--- src/rtl/code_loader_pkg.sv ---
// ============================================================================
// Module      : code_loader_pkg
// Description : Shared loader states and code memory geometry.
// Revision    : 1.0
// ============================================================================
`default_nettype none

package code_loader_pkg;

    localparam int CODE_ADDR_W = 6;
    localparam int CODE_DATA_W = 16;
    localparam int CODE_DEPTH  = 64;

    typedef enum logic [2:0] {
        IDLE = 3'd0,
        HI   = 3'd1,
        LO   = 3'd2,
        WR   = 3'd3,
        CSUM = 3'd4,
        DONE = 3'd5
    } state_t;

endpackage

`default_nettype wire

--- src/rtl/code_loader.sv ---
// ============================================================================
// Module      : code_loader
// Description : Streams byte pairs (high byte first) into the code memory
//               write port and holds the CPU while loading.
//               Optional trailing XOR checksum byte: CODE_LOADER_CHECKSUM_EN.
// Revision    : 1.0
// ============================================================================
`default_nettype none

module code_loader
    import code_loader_pkg::*;
#(
    parameter int ADDR_W = CODE_ADDR_W,
    parameter int DATA_W = CODE_DATA_W,
    parameter int DEPTH  = CODE_DEPTH
) (
    input  logic              clock,
    input  logic              reset,
    input  logic              start,
    input  logic [ADDR_W:0]   load_len,
    input  logic              byte_valid,
    input  logic [7:0]        byte_in,
    output logic              byte_ready,
    output logic              c1,
    output logic [ADDR_W-1:0] write_select,
    output logic [DATA_W-1:0] inp,
    output logic              mem_run,
    output logic              cpu_hold,
    output logic              done,
    output logic              error
);

    localparam logic [ADDR_W:0] c_DEPTH = (ADDR_W+1)'(DEPTH);
    localparam logic [ADDR_W:0] c_ONE   = (ADDR_W+1)'(1);

    state_t            r_state;
    logic [ADDR_W:0]   r_len;
    logic [ADDR_W:0]   r_count;
    logic [ADDR_W-1:0] r_addr;
    logic [DATA_W-1:0] r_inp;
    logic              r_ready;
    logic              r_c1;
    logic              r_run;
    logic              r_hold;
    logic              r_done;
    logic              w_take;
    logic              w_last;
    logic [ADDR_W:0]   w_len;

    assign w_take = byte_valid && r_ready;
    assign w_last = (r_count + c_ONE) == r_len;
    assign w_len  = (load_len > c_DEPTH) ? c_DEPTH : load_len;

`ifdef CODE_LOADER_CHECKSUM_EN
    logic [7:0] r_csum;
    logic       r_error;
    assign error = r_error;
`else
    assign error = 1'b0;
`endif

    // Outputs are registered: each transition loads the values of the state being entered.
    always_ff @(posedge clock or negedge reset) begin
        if (!reset) begin
            r_state <= IDLE;
            r_len   <= '0;
            r_count <= '0;
            r_addr  <= '0;
            r_inp   <= '0;
            r_ready <= 1'b0;
            r_c1    <= 1'b0;
            r_run   <= 1'b1;
            r_hold  <= 1'b0;
            r_done  <= 1'b0;
`ifdef CODE_LOADER_CHECKSUM_EN
            r_csum  <= '0;
            r_error <= 1'b0;
`endif
        end else begin
            r_c1   <= 1'b0;
            r_done <= 1'b0;
            case (r_state)
                IDLE: begin
                    if (start) begin
                        r_hold  <= 1'b1;
                        r_run   <= 1'b0;
                        r_addr  <= '0;
                        r_count <= '0;
                        r_len   <= w_len;
`ifdef CODE_LOADER_CHECKSUM_EN
                        r_csum  <= '0;
                        r_error <= 1'b0;
`endif
                        if (w_len == '0) begin
                            r_state <= DONE;
                            r_done  <= 1'b1;
                        end else begin
                            r_state <= HI;
                            r_ready <= 1'b1;
                        end
                    end
                end
                HI: begin
                    if (w_take) begin
                        r_inp[DATA_W-1 -: 8] <= byte_in;
                        r_state              <= LO;
`ifdef CODE_LOADER_CHECKSUM_EN
                        r_csum               <= r_csum ^ byte_in;
`endif
                    end
                end
                LO: begin
                    if (w_take) begin
                        r_inp[7:0] <= byte_in;
                        r_state    <= WR;
                        r_ready    <= 1'b0;
                        r_c1       <= 1'b1;
                        r_run      <= 1'b1;
`ifdef CODE_LOADER_CHECKSUM_EN
                        r_csum     <= r_csum ^ byte_in;
`endif
                    end
                end
                WR: begin
                    // Address wraps to 0 after the 64th write; the length check stops further writes.
                    r_run   <= 1'b0;
                    r_addr  <= r_addr + 1'b1;
                    r_count <= r_count + c_ONE;
                    if (w_last) begin
`ifdef CODE_LOADER_CHECKSUM_EN
                        r_state <= CSUM;
                        r_ready <= 1'b1;
`else
                        r_state <= DONE;
                        r_done  <= 1'b1;
`endif
                    end else begin
                        r_state <= HI;
                        r_ready <= 1'b1;
                    end
                end
`ifdef CODE_LOADER_CHECKSUM_EN
                CSUM: begin
                    if (w_take) begin
                        if (byte_in != r_csum) begin
                            r_error <= 1'b1;
                        end
                        r_state <= DONE;
                        r_ready <= 1'b0;
                        r_done  <= 1'b1;
                    end
                end
`endif
                DONE: begin
                    r_state <= IDLE;
                    r_hold  <= 1'b0;
                    r_run   <= 1'b1;
                end
                default: begin
                    r_state <= IDLE;
                    r_ready <= 1'b0;
                    r_hold  <= 1'b0;
                    r_run   <= 1'b1;
                end
            endcase
        end
    end

    assign byte_ready   = r_ready;
    assign c1           = r_c1;
    assign write_select = r_addr;
    assign inp          = r_inp;
    assign mem_run      = r_run;
    assign cpu_hold     = r_hold;
    assign done         = r_done;

endmodule

`default_nettype wire
--- config.mk ---
export PLATFORM = sky130hd
export DESIGN_NAME = code_loader
export DESIGN_NICKNAME = d
export VERILOG_FILES = /design/src/rtl/code_loader_pkg.sv /design/src/rtl/code_loader.sv
export SDC_FILE = /design/constraint.sdc
export NUM_CORES = 1
export LEC_CHECK = 0
export ABC_AREA = 1
export BUFFER_PORTS_ARGS = -buffer_cell sky130_fd_sc_hd__buf_2
export CORE_UTILIZATION = 53
export DETAILED_ROUTE_END_ITERATION = 8
export HOLD_SLACK_MARGIN = 0.1
export PLACE_DENSITY = 0.79
export SLEW_MARGIN = 20
export SYNTH_ARGS = -nofsm -noshare
export SYNTH_HDL_FRONTEND = slang
export SYNTH_SLANG_ARGS = --single-unit
--- constraint.sdc ---
create_clock -name clock -period 2 [get_ports clock]
set_clock_uncertainty 0.1 [all_clocks]
set_input_delay 0.1 -clock clock [delete_from_list [all_inputs] [get_ports clock]]
set_output_delay 0.1 -clock clock [all_outputs]
set_load 0.1 [all_outputs]
== Yosys cells after proc, flatten, opt, wreduce, memory -nomap -nowiden ==
Index checks and enable logic that the tools add are counted.

* Flip-flop bits (word level): 44
* Input port bits: 19
* Output and inout port bits: 28
* Word-level logic and storage cells: 68

* Add/sub/neg operators: 2
* $lt $le $gt $ge: 1
* Equal/unequal tests: 10
* Mux-type cells: 27
* Bitwise gates (word level): 3
* Reduce and logical (&&, ||, !) cells: 14

{| class="wikitable"
|+ Operators with widths
! operator !! count
|-
| 3-bit two-way mux || 5
|-
| 7-bit two-way mux || 2
|-
| 7-bit one-hot mux with 2 select lines || 1
|-
| 1-bit two-way mux || 12
|-
| 3-bit one-hot mux with 4 select lines || 1
|-
| 6-bit one-hot mux with 2 select lines || 1
|-
| 2-bit != test (second input constant) || 5
|-
| 2-bit AND reduction || 5
|-
| 1-bit one-hot mux with 4 select lines || 2
|-
| 7-bit by 1-bit adder with 7-bit output (second input constant) || 1
|-
| 7-bit equality test || 1
|-
| 7-bit > comparator (second input constant) || 1
|-
| 7-bit zero test || 1
|-
| 6-bit by 1-bit adder with 6-bit output (second input constant) || 1
|-
| 3-bit by 2-bit equality test with 1-bit output (second input constant) || 2
|-
| 6-bit two-way mux || 1
|-
| 3-bit AND reduction || 2
|-
| 5-bit AND reduction || 1
|-
| 1-bit one-hot mux with 2 select lines || 2
|-
| 3-bit by 1-bit equality test with 1-bit output (second input constant) || 1
|-
| 3-bit equality test (second input constant) || 1
|-
| 3-bit zero test || 1
|-
| 1-bit inverter || 3
|-
| 3-bit OR reduction || 1
|-
| 3 further kinds || 3
|}

== Depth between registers and ports, before layout ==
Gate-level depths: netlist of the first run.

* Depth in word-level cells: 6
* Mapped depth: 13
* Gate-level depth less buffers: 13

== Worst setup path before layout of the first run ==
No wires, ideal clock.

* Path type: register -> register
* From: reg r_ready, in the netlist byte_ready
* To: reg r_inp[14], in the netlist inp[14]
* Library setup time: 125 ps
* Arrival time: 1755 ps
* Data required time: 1775 ps
* Path slack: 20 ps
* Cell stages (with the launch flop): 7
* Buffers on the path: 1
* Clock period less this slack: 1980 ps
* Cells stage by stage: dfrtp_1 > nand2_1 > inv_1 > nand3_1 > buf_2 > nand2_1 > o21ai_1

* Word-level cells in the longest chain between the ends: 2

{| class="wikitable"
|+ RTL lines
! item !! line !! text
|-
| from (decl) || code_loader.sv:41 || <nowiki>logic r_ready;</nowiki>
|-
| from (signal assigned) || code_loader.sv:70 || <nowiki>r_ready <= 1'b0;</nowiki>
|-
| from (signal assigned) || code_loader.sv:99 || <nowiki>r_ready <= 1'b1;</nowiki>
|-
| from (signal assigned) || code_loader.sv:116 || <nowiki>r_ready <= 1'b0;</nowiki>
|-
| 1-bit logical AND || code_loader.sv:50 || <nowiki>assign w_take = byte_valid && r_ready;</nowiki>
|-
| 2-bit AND reduction (no line) || - ||
|-
| to (signal, indexed assignment) || code_loader.sv:105 || <nowiki>r_inp[DATA_W-1 -: 8] <= byte_in;</nowiki>
|-
| to (decl) || code_loader.sv:40 || <nowiki>logic [DATA_W-1:0] r_inp;</nowiki>
|}

No other way between the ends.
A chain may end at the register's enable or synchronous reset.

== Final worst setup path of the first run ==
* From: in load_len[2]
* To: reg r_len[4]

* Word-level cells in the longest chain between the ends: 2

{| class="wikitable"
|+ RTL lines
! item !! line !! text
|-
| from (decl) || code_loader.sv:20 || <nowiki>input logic [ADDR_W:0] load_len,</nowiki>
|-
| 7-bit > comparator || code_loader.sv:52 || <nowiki>assign w_len = (load_len > c_DEPTH) ? c_DEPTH : load_len;</nowiki>
|-
| 7-bit two-way mux || code_loader.sv:52 ||
|-
| to (signal assigned) || code_loader.sv:89 || <nowiki>r_len <= w_len;</nowiki>
|-
| to (decl) || code_loader.sv:37 || <nowiki>logic [ADDR_W:0] r_len;</nowiki>
|}

No other way between the ends.

==> summary.txt, run 1 <==
Final worst path period need: 1.89 ns
Count leader, synth: nand2_1
Largest net degree at the start of global routing: 24
# DRC: 0
Pwr per Cell Area: 1810 nW/um^2
Final HPWL from detailed placement: 3260 um
DRT Pass-1 Iters: 5
Critical path buffers and inverters: 3
Total grt overflow: 0
Slew Viols, Final: 0
Avg Vias per Cell: 5.22
IO Port Bufs: 45
Flop-to-flop setup slack: 0.13 ns
Area grow syn2layout: 31.2%
Row count: 22
Tightest Pin Transition: 0.577 ns
Area leader, netlist: dfrtp_1
Clock sink count: 44
Synth top area cells: dfrtp_1 (52%), nand2_1 (12%), inv_1 (6.8%)
Post CTS Setup Buffer Count: 0
FF+latch count, synth: 44
Core area: 3690 sq um
Layout cells sized above 1: 23.9%
Hold Vio Cnt, Final: 0
CTS Buf Count: 5
Setup TNS: 0 ns
Initial antenna violation count: 0
Top Ports: 47
Post-synth ARST share: 100%
EDFF count, synth: 0
Die height: 64.3 um
Seq/Total Area, Yosys: 53.6%
Vias in the first global route: 1921
Final-layout fill cell count: 260
Startpoint class of the critical path: input port
Gate Count Post-Synth: 249
Clk Tree Root Cell: clkbuf_8
Placement Setup Slack: 0.304 ns
Inserted Diodes: 0
Critical path endpoint category: flop
Post-synthesis cell area: 2060 sq um
Commonest cells in the netlist: nand2_1 (65), dfrtp_1 (43), inv_1 (37)
HP Class: input port to flop
Setup CP Type: input port to flop
DRT antenna net count: 0
Gr usage total: 27.4%
Finish-stage setup viols: 0
Ys Warns: 0
Hold WS: 0.121 ns
Syn Area/Cell: 8.26 sq um
Final net count: 343
Fin crit share: 94.4%
Worst-Skew Late Latency: 0.30 ns
WL final: 4860 um
Crit path max fanout: 4
Htree depth: 2
VDD IR-drop max: 1.88 mV
Delay-heaviest family, CP: buffers and inverters
Area share of the largest cell type after synthesis: 52.3%
Routed len/inst: 13.1 um
Multi-input gate area: 785 sq um
Cell variety after synth: 27
Placer Congestion: 0.877
Clock transition at path regs: 0.08 ns
First-pass GRT wire length: 8530 um
Status: completed
Crit-path cells: dlygate4sd3_1 -> buf_2 -> nor4_2 -> nand2_1 -> nand2_2 -> nand3_1 -> dlygate4sd3_1 -> o21ai_0
Syn Nets: 270
Max Clock Freq: 529 MHz
CTS tree: yes
Sequential cell area: 1100 sq um
Max-Cap Viols: 0
Ys flop type: dfrtp_1
Iter 0 DRT Violations: 152
LEAKAGE: 1.44 nW
Die area: 4130 sq um
CP max stage delay: 0.55 ns
Unrepaired setup endpoints after global routing: yes
Most used cell along the critical path: dlygate4sd3_1
Worst EP arrival: 2.00 ns
Worst endpoint required time: 2.11 ns
Clk buf depth: 2
Initial Util: 55.7%
Max stage delay cell, worst path: dlygate4sd3_1
Vias post-DR: 1930
Die W: 64.3 um
Slew Limit Headroom: 61.4%
Fin worst setup slack: 0.111 ns
==> tightest hold or removal path: cells and delay by family <==
kind | cells | cell delay [ns]
buffers and inverters | 2 | 0.12
and+or+nand+nor | 4 | 0.26
==> sequential cells by signal, summed over array words and instances (netlist names) <==
name / count
inp: 16
r_count: 7
r_len: 7
write_select: 6
r_state: 3
byte_ready: 1
c1: 1
cpu_hold: 1
done: 1
mem_run: 1
==> per-layer routing <==
layer / share of wire (%) / GRT usage (%) / vias to the layer above
met1: 43 / 33.7 / 889
met3: 6.2 / 6.25 / 18
met2: 47 / 46.2 / 86
met4: 3.0 / 11.1 / 0
li1: - / - / 937
met5: 0 / 0 / -
==> power breakdown <==
part / internal [mW] / switching, mW / total [mW]
registers: 1.20 / 0.219 / 1.42
clock network: 0.492 / 0.298 / 0.790
logic: 0.522 / 2.16 / 2.69
total: 2.21 / 2.68 / 4.89
==> logic make-up (layout without fill, tap and decap cells) <==
| family | Yosys count | in the layout | share of synthesized area (%) |
|---|---|---|---|
| simple gates | 114 | 114 | 24.1 |
| buf+inv | 45 | 118 | 9.01 |
| flops | 44 | 44 | 53.6 |
| compound gates | 40 | 40 | 10.5 |
| fa+ha+maj | 2 | 2 | 1.22 |
| xor+xnor | 2 | 2 | 0.852 |
| other cells | 1 | 1 | 0.182 |
| mux | 1 | 1 | 0.487 |
==> timing repair <==
action                     in CTS  in global routing
hold endpoints to repair       45                  0
setup endpoints to repair       0                  4
hold buffers                   21                  0
resized for setup               0                  5
==> cells in the final DEF, fill, tap and decap left out <==
| master | instances |
|---|---|
| nand4_1 | 1 |
| inv_2 | 4 |
| o21ai_1 | 11 |
| o22ai_1 | 5 |
| clkbuf_8 | 5 |
| xor2_1 | 1 |
| a21oi_1 | 6 |
| a22o_1 | 2 |
| dfrtp_2 | 1 |
| nand2_1 | 64 |
| nor2_2 | 7 |
| o31ai_1 | 1 |
| nor4_2 | 1 |
| nor2_4 | 1 |
| conb_1 | 1 |
| xnor2_1 | 1 |
| bufinv_16 | 2 |
| inv_1 | 37 |
| ha_1 | 2 |
| nand2_2 | 5 |
| buf_4 | 4 |
| nand3_2 | 1 |
| buf_2 | 45 |
| dfrtp_1 | 42 |
| nand3_1 | 22 |
| nor2_1 | 11 |
| o21ai_0 | 15 |
| nor3_1 | 1 |
| dlygate4sd3_1 | 21 |
| mux2i_1 | 1 |
| dfstp_2 | 1 |
==> per-stage QoR <==
stage / power (mW) / cell area, sq um / cells / util (%)
after CTS: 4.87 / 2680 / 370 / 72.6
after global placement: 4.00 / 2340 / 342 / 63.4
final: 4.89 / 2700 / 370 / 73.1
after floorplan: 3.58 / 2060 / 249 / -
after global routing: 5.14 / 2700 / 370 / 73.1
after detailed placement: 4.06 / 2340 / 342 / 63.4
==> cell type report <==
type | count | area share, %
clock buffer | 5 | 2.55
clock inverter | 2 | 2.23
inverter | 41 | 5.71
multi-input combinational | 160 | 29.1
sequential | 44 | 40.9
tap | 48 | 2.23
timing repair buffer | 70 | 17.3
==> path summary, 6_finish.rpt <==
path | start | end | cells past startpoint
setup / recovery | load_len[2] | r_len[4]$_DFFE_PN0P_ | 8
hold / removal | start | cpu_hold$_DFFE_PN0P_ | 6
setup reg to reg | r_state[0]$_DFFE_PN0P_ | r_len[3]$_DFFE_PN0P_ | 8
hold reg to reg | mem_run$_DFFE_PN1P_ | mem_run$_DFFE_PN1P_ | 2
max in group asynchronous | reset | mem_run$_DFFE_PN1P_ | 3
min in group asynchronous | reset | r_len[1]$_DFFE_PN0P_ | 2
Power figures use the tool's default switching activity.
==> run 2: changes to the inputs <==
--- a/config.mk
+++ b/config.mk
@@ -7,6 +7,7 @@
 export LEC_CHECK = 0
 export ABC_AREA = 1
 export BUFFER_PORTS_ARGS = -buffer_cell sky130_fd_sc_hd__buf_2
+export CORE_ASPECT_RATIO = 0.9
 export CORE_UTILIZATION = 53
 export DETAILED_ROUTE_END_ITERATION = 8
 export HOLD_SLACK_MARGIN = 0.1
==> run 2 against run 1 <==
Net effect:
- largest cell class unchanged
- critical path type unchanged
- non-clock buffer count fell by 2
- critical path depth stayed put
- die area about the same
- register-to-register slack barely moved
- utilization decreased by 1.6 points
- flip-flop and latch count is the same
==> summary.txt, run 2 (synthesized netlist as in run 1, its figures left out) <==
Iter 0 DRT Violations: 113
Startpoint class of the critical path: input port
Setup CP Type: input port to flop
Grt peak-use layer: met2
Final-layout fill cell count: 285
Slew Viols, Final: 0
Gr usage total: 24.0%
Final worst path period need: 1.88 ns
Max Clock Freq: 532 MHz
Most common cell after layout, fill and taps aside: nand2_1
Clk Tree Root Cell: clkbuf_8
CTS Buf Count: 5
DRT antenna net count: 0
Routed len/inst: 12.4 um
Critical path buffers and inverters: 3
Critical path endpoint category: flop
Die area: 4130 sq um
Worst EP arrival: 1.99 ns
IO Port Bufs: 45
Final HPWL from detailed placement: 3100 um
CTS tree: yes
Die height: 61.1 um
Status: completed
Finish-stage setup viols: 0
Final net count: 341
Area grow syn2layout: 28.9%
DRT Pass-1 Iters: 4
Max-Cap Viols: 0
Crit-path cells: dlygate4sd3_1 -> buf_2 -> nor4_2 -> nand2_1 -> nand2_2 -> nand3_1 -> dlygate4sd3_1 -> o21ai_0
Worst endpoint required time: 2.11 ns
Vias in the first global route: 1650
Top Ports: 47
Max FFs per register: 16
Max stage delay cell, worst path: dlygate4sd3_1
Largest net degree at the start of global routing: 45
Crit path max fanout: 4
HP Class: input port to flop
Slew Limit Headroom: 63.7%
Worst-Skew Late Latency: 0.29 ns
Util after Layout: 71.5%
Placer Congestion: 0.853
Most frequent cells in the layout: nand2_1 (63), buf_2 (45), dfrtp_1 (42), inv_1 (37), nand3_1 (22)
Avg Vias per Cell: 4.99
Tightest Pin Transition: 0.543 ns
Delay-heaviest family, CP: buffers and inverters
Initial antenna violation count: 0
Row count: 21
Clk buf depth: 2
Clock transition at path regs: 0.08 ns
Met3 Track Usage GR: 5.00%
Fin crit share: 93.9%
First-pass GRT wire length: 7220 um
Setup TNS: 0 ns
Vias post-DR: 1833
Clock sink count: 44
Flop-to-flop setup slack: 0.12 ns
WL final: 4540 um
Core area: 3700 sq um
Die W: 67.7 um
Placement Setup Slack: 0.289 ns
Hold Vio Cnt, Final: 0
Total grt overflow: 0
Initial Util: 55.5%
CP max stage delay: 0.58 ns
Htree depth: 2
M2 GR Usage: 38.0%
Inserted Diodes: 0
Most used cell along the critical path: dlygate4sd3_1
Met1 Track Usage GR: 33.1%
Layout cells sized above 1: 24.6%
Fin worst setup slack: 0.122 ns
# DRC: 0
[run 2: cell count changes in the layout (fill, tap and decap cells not counted)]
cell	change
nor2_1	-1
clkbuf_8	+1
nor2_4	+1
nand2_1	-1
dlygate4sd3_1	-1
clkinv_2	+2
nand2_2	+1
buf_4	-1
bufinv_16	-2
[run 2: final cells by class]
cell class,instances,area [sq um],share of cell area [%]
timing repair buffer,68,448,16.9
clock inverter,2,10.0,0.378
multi-input combinational,160,795,30.0
tap,46,57.6,2.17
inverter,41,154,5.81
sequential,44,1100,41.6
clock buffer,6,82.6,3.12
[run 2: path summary, 6_finish.rpt]
check / start / endpoint / cells past startpoint
min in group asynchronous: reset / r_len[2]$_DFFE_PN0P_ / 3
hold reg to reg: cpu_hold$_DFFE_PN0P_ / cpu_hold$_DFFE_PN0P_ / 2
setup / recovery: load_len[3] / r_len[5]$_DFFE_PN0P_ / 8
setup reg to reg: r_state[0]$_DFFE_PN0P_ / r_len[5]$_DFFE_PN0P_ / 7
max in group asynchronous: reset / r_state[0]$_DFFE_PN0P_ / 3
hold / removal: start / cpu_hold$_DFFE_PN0P_ / 6
[run 2: metal layers]
layer / vias up / part of all wire [%] / routed length, um
li1: 932 / - / -
met4: 0 / 0.33 / 15
met2: 54 / 48 / 2180
met3: 2 / 5.6 / 252
met5: - / 0 / 0
met1: 845 / 46 / 2090
[run 2: what timing repair did]
item | 4_1_cts | 5_1_grt
hold endpoints to repair | 67 | 0
gates resized for setup | 0 | 8
setup endpoints to repair | 0 | 2
hold buffers | 20 | 0
setup buffers | 0 | 0
[run 2: through the flow]
stage	cells	instance area [sq um]	hold slack (ns)
2_1_floorplan	249	2060	-0.296
3_3_place_gp	339	2330	0.104
3_5_place_dp	339	2330	0.101
4_1_cts	367	2620	0.115
5_1_grt	367	2650	0.192
6_report	367	2650	0.149
[run 2: worst reg2reg max path, stage by stage, from the launching register on]
cell	delay [ns]
dfrtp_2	0.45
nor2_2	0.10
nand2_2	0.09
nor2_4	0.12
buf_4	0.17
nand3_1	0.10
dlygate4sd3_1	0.58
o21ai_0	0.08
Power of run 2 is not shown: default switching activity piles up to over one toggle a cycle in this logic, so the estimate is an artifact.
==> run 3: changes to the inputs <==
--- a/config.mk
+++ b/config.mk
@@ -8,7 +8,9 @@
 export ABC_AREA = 1
 export BUFFER_PORTS_ARGS = -buffer_cell sky130_fd_sc_hd__buf_2
 export CORE_ASPECT_RATIO = 0.9
+export CORE_MARGIN = 1.5
 export CORE_UTILIZATION = 53
+export CTS_CLUSTER_SIZE = 12
 export DETAILED_ROUTE_END_ITERATION = 8
 export HOLD_SLACK_MARGIN = 0.1
 export PLACE_DENSITY = 0.79
==> run 3 against run 2 <==
Net effect:
- fmax up 1.4%
- worst setup slack better by 0.026 ns
- count of clock-buffer cells in the layout unchanged
- critical path depth unchanged
- flip-flop and latch count unchanged
- highest routed layer unchanged
- global-route usage up 1.3 points
- utilization up 0.37 points
==> summary.txt, run 3 (synthesized netlist as in run 1, its figures left out) <==
CTS Buf Count: 5
Max Clock Freq: 540 MHz
Placement Setup Slack: 0.324 ns
Fin crit share: 92.6%
Most frequent cells in the layout: nand2_1 (64), buf_2 (45), dfrtp_1 (43), inv_1 (37), nand3_1 (22)
Avg Vias per Cell: 5.09
Hold WS: 0.176 ns
Area after DPL: 2330 sq um
Worst-Skew Late Latency: 0.30 ns
Fin worst setup slack: 0.148 ns
Final Cell Area: 2660 sq um
First-pass GRT wire length: 7770 um
Layout cells sized above 1: 23.8%
Clock sink count: 44
Most common cell after layout, fill and taps aside: nand2_1
DRT antenna net count: 0
Hold Vio Cnt, Final: 0
Critical path endpoint category: flop
DRT Pass-1 Iters: 4
Status: completed
Tightest Pin Transition: 0.540 ns
Worst endpoint required time: 2.12 ns
Initial Util: 55.5%
Htree depth: 2
Clk Tree Root Cell: clkbuf_8
Gr usage total: 25.3%
Unrepaired setup endpoints after global routing: no
Slew Viols, Final: 0
LEAKAGE: 1.44 nW
Inst Count DP: 339
Vias post-DR: 1880
Setup TNS: 0 ns
Finish-stage setup viols: 0
Power Total: 4.78 mW
Final HPWL from detailed placement: 3170 um
Total grt overflow: 0
Top Ports: 47
Pwr per Cell Area: 1790 nW/um^2
WL final: 4790 um
Clock transition at path regs: 0.08 ns
Die area: 4260 sq um
# DRC: 0
HP Class: input port to flop
Setup CP Type: input port to flop
Routed len/inst: 13.0 um
IO Port Bufs: 45
Vias in the first global route: 1683
VDD IR-drop max: 1.35 mV
Startpoint class of the critical path: input port
Clk buf depth: 2
Iter 0 DRT Violations: 146
Die W: 68.7 um
Max FFs per register: 16
Initial antenna violation count: 0
Worst EP arrival: 1.97 ns
Die height: 62.1 um
Cell Count, Final, Fillers Out: 369
Inserted Diodes: 0
Row count: 21
Util after Layout: 71.9%
Max-Cap Viols: 0
Slew Limit Headroom: 63.9%
Core area: 3700 sq um
Placer Congestion: 0.919
Crit path max fanout: 4
Largest net degree at the start of global routing: 45
CTS tree: yes
Final worst path period need: 1.85 ns
Area grow syn2layout: 29.6%
Final net count: 343
## run 3: path summary, 6_finish.rpt
kind                                              to  depth (start not counted)              startpoint  slack, ns
worst min-delay path            cpu_hold$_DFFE_PN0P_                          6                   start       0.18
worst max-delay path            r_len[2]$_DFFE_PN0P_                          8             load_len[2]       0.15
worst min register to register   mem_run$_DFFE_PN1P_                          2     mem_run$_DFFE_PN1P_       0.37
max in group asynchronous        mem_run$_DFFE_PN1P_                          3                   reset       1.13
min in group asynchronous       r_len[4]$_DFFE_PN0P_                          3                   reset       0.30
worst max register to register  r_len[2]$_DFFE_PN0P_                          7  r_state[2]$_DFFE_PN0P_       0.16
## run 3: layout make-up
class | instances | area [sq um]
well taps | 46 | 57.6
clock buffers | 6 | 72.6
clock inverters | 2 | 35.0
flip-flops and latches | 44 | 1100
repair buffers | 70 | 463
inverters | 41 | 154
fillers | 281 | 1040
multi-input cells | 160 | 779
## run 3: repair_timing
item                                    CTS  global route
hold buffers                             21             0
endpoints found under the setup margin    0             4
endpoints found under the hold margin    67             0
setup buffers                             0             2
gates resized for setup                   0             3
## run 3: power breakdown
group / internal, mW / total (mW) / switching [mW]
combinational: 0.540 / 2.73 / 2.19
clock: 0.370 / 0.657 / 0.287
sequential: 1.20 / 1.39 / 0.193
total: 2.11 / 4.78 / 2.67
## run 3: critical path, cell delays in order
cell	delay, ns
dlygate4sd3_1	0.53
buf_2	0.13
nor4_2	0.26
nand2_1	0.12
nand2_2	0.11
nand3_1	0.07
dlygate4sd3_1	0.57
o21ai_0	0.08
## run 3: metal layers
layer  vias up  track usage (%)  wire length [um]
met1       872             34.2              2110
met4         0             10.9               131
met5         -                0                 0
met3        12             7.93               309
met2        61             37.9              2230
li1        935                -                 -
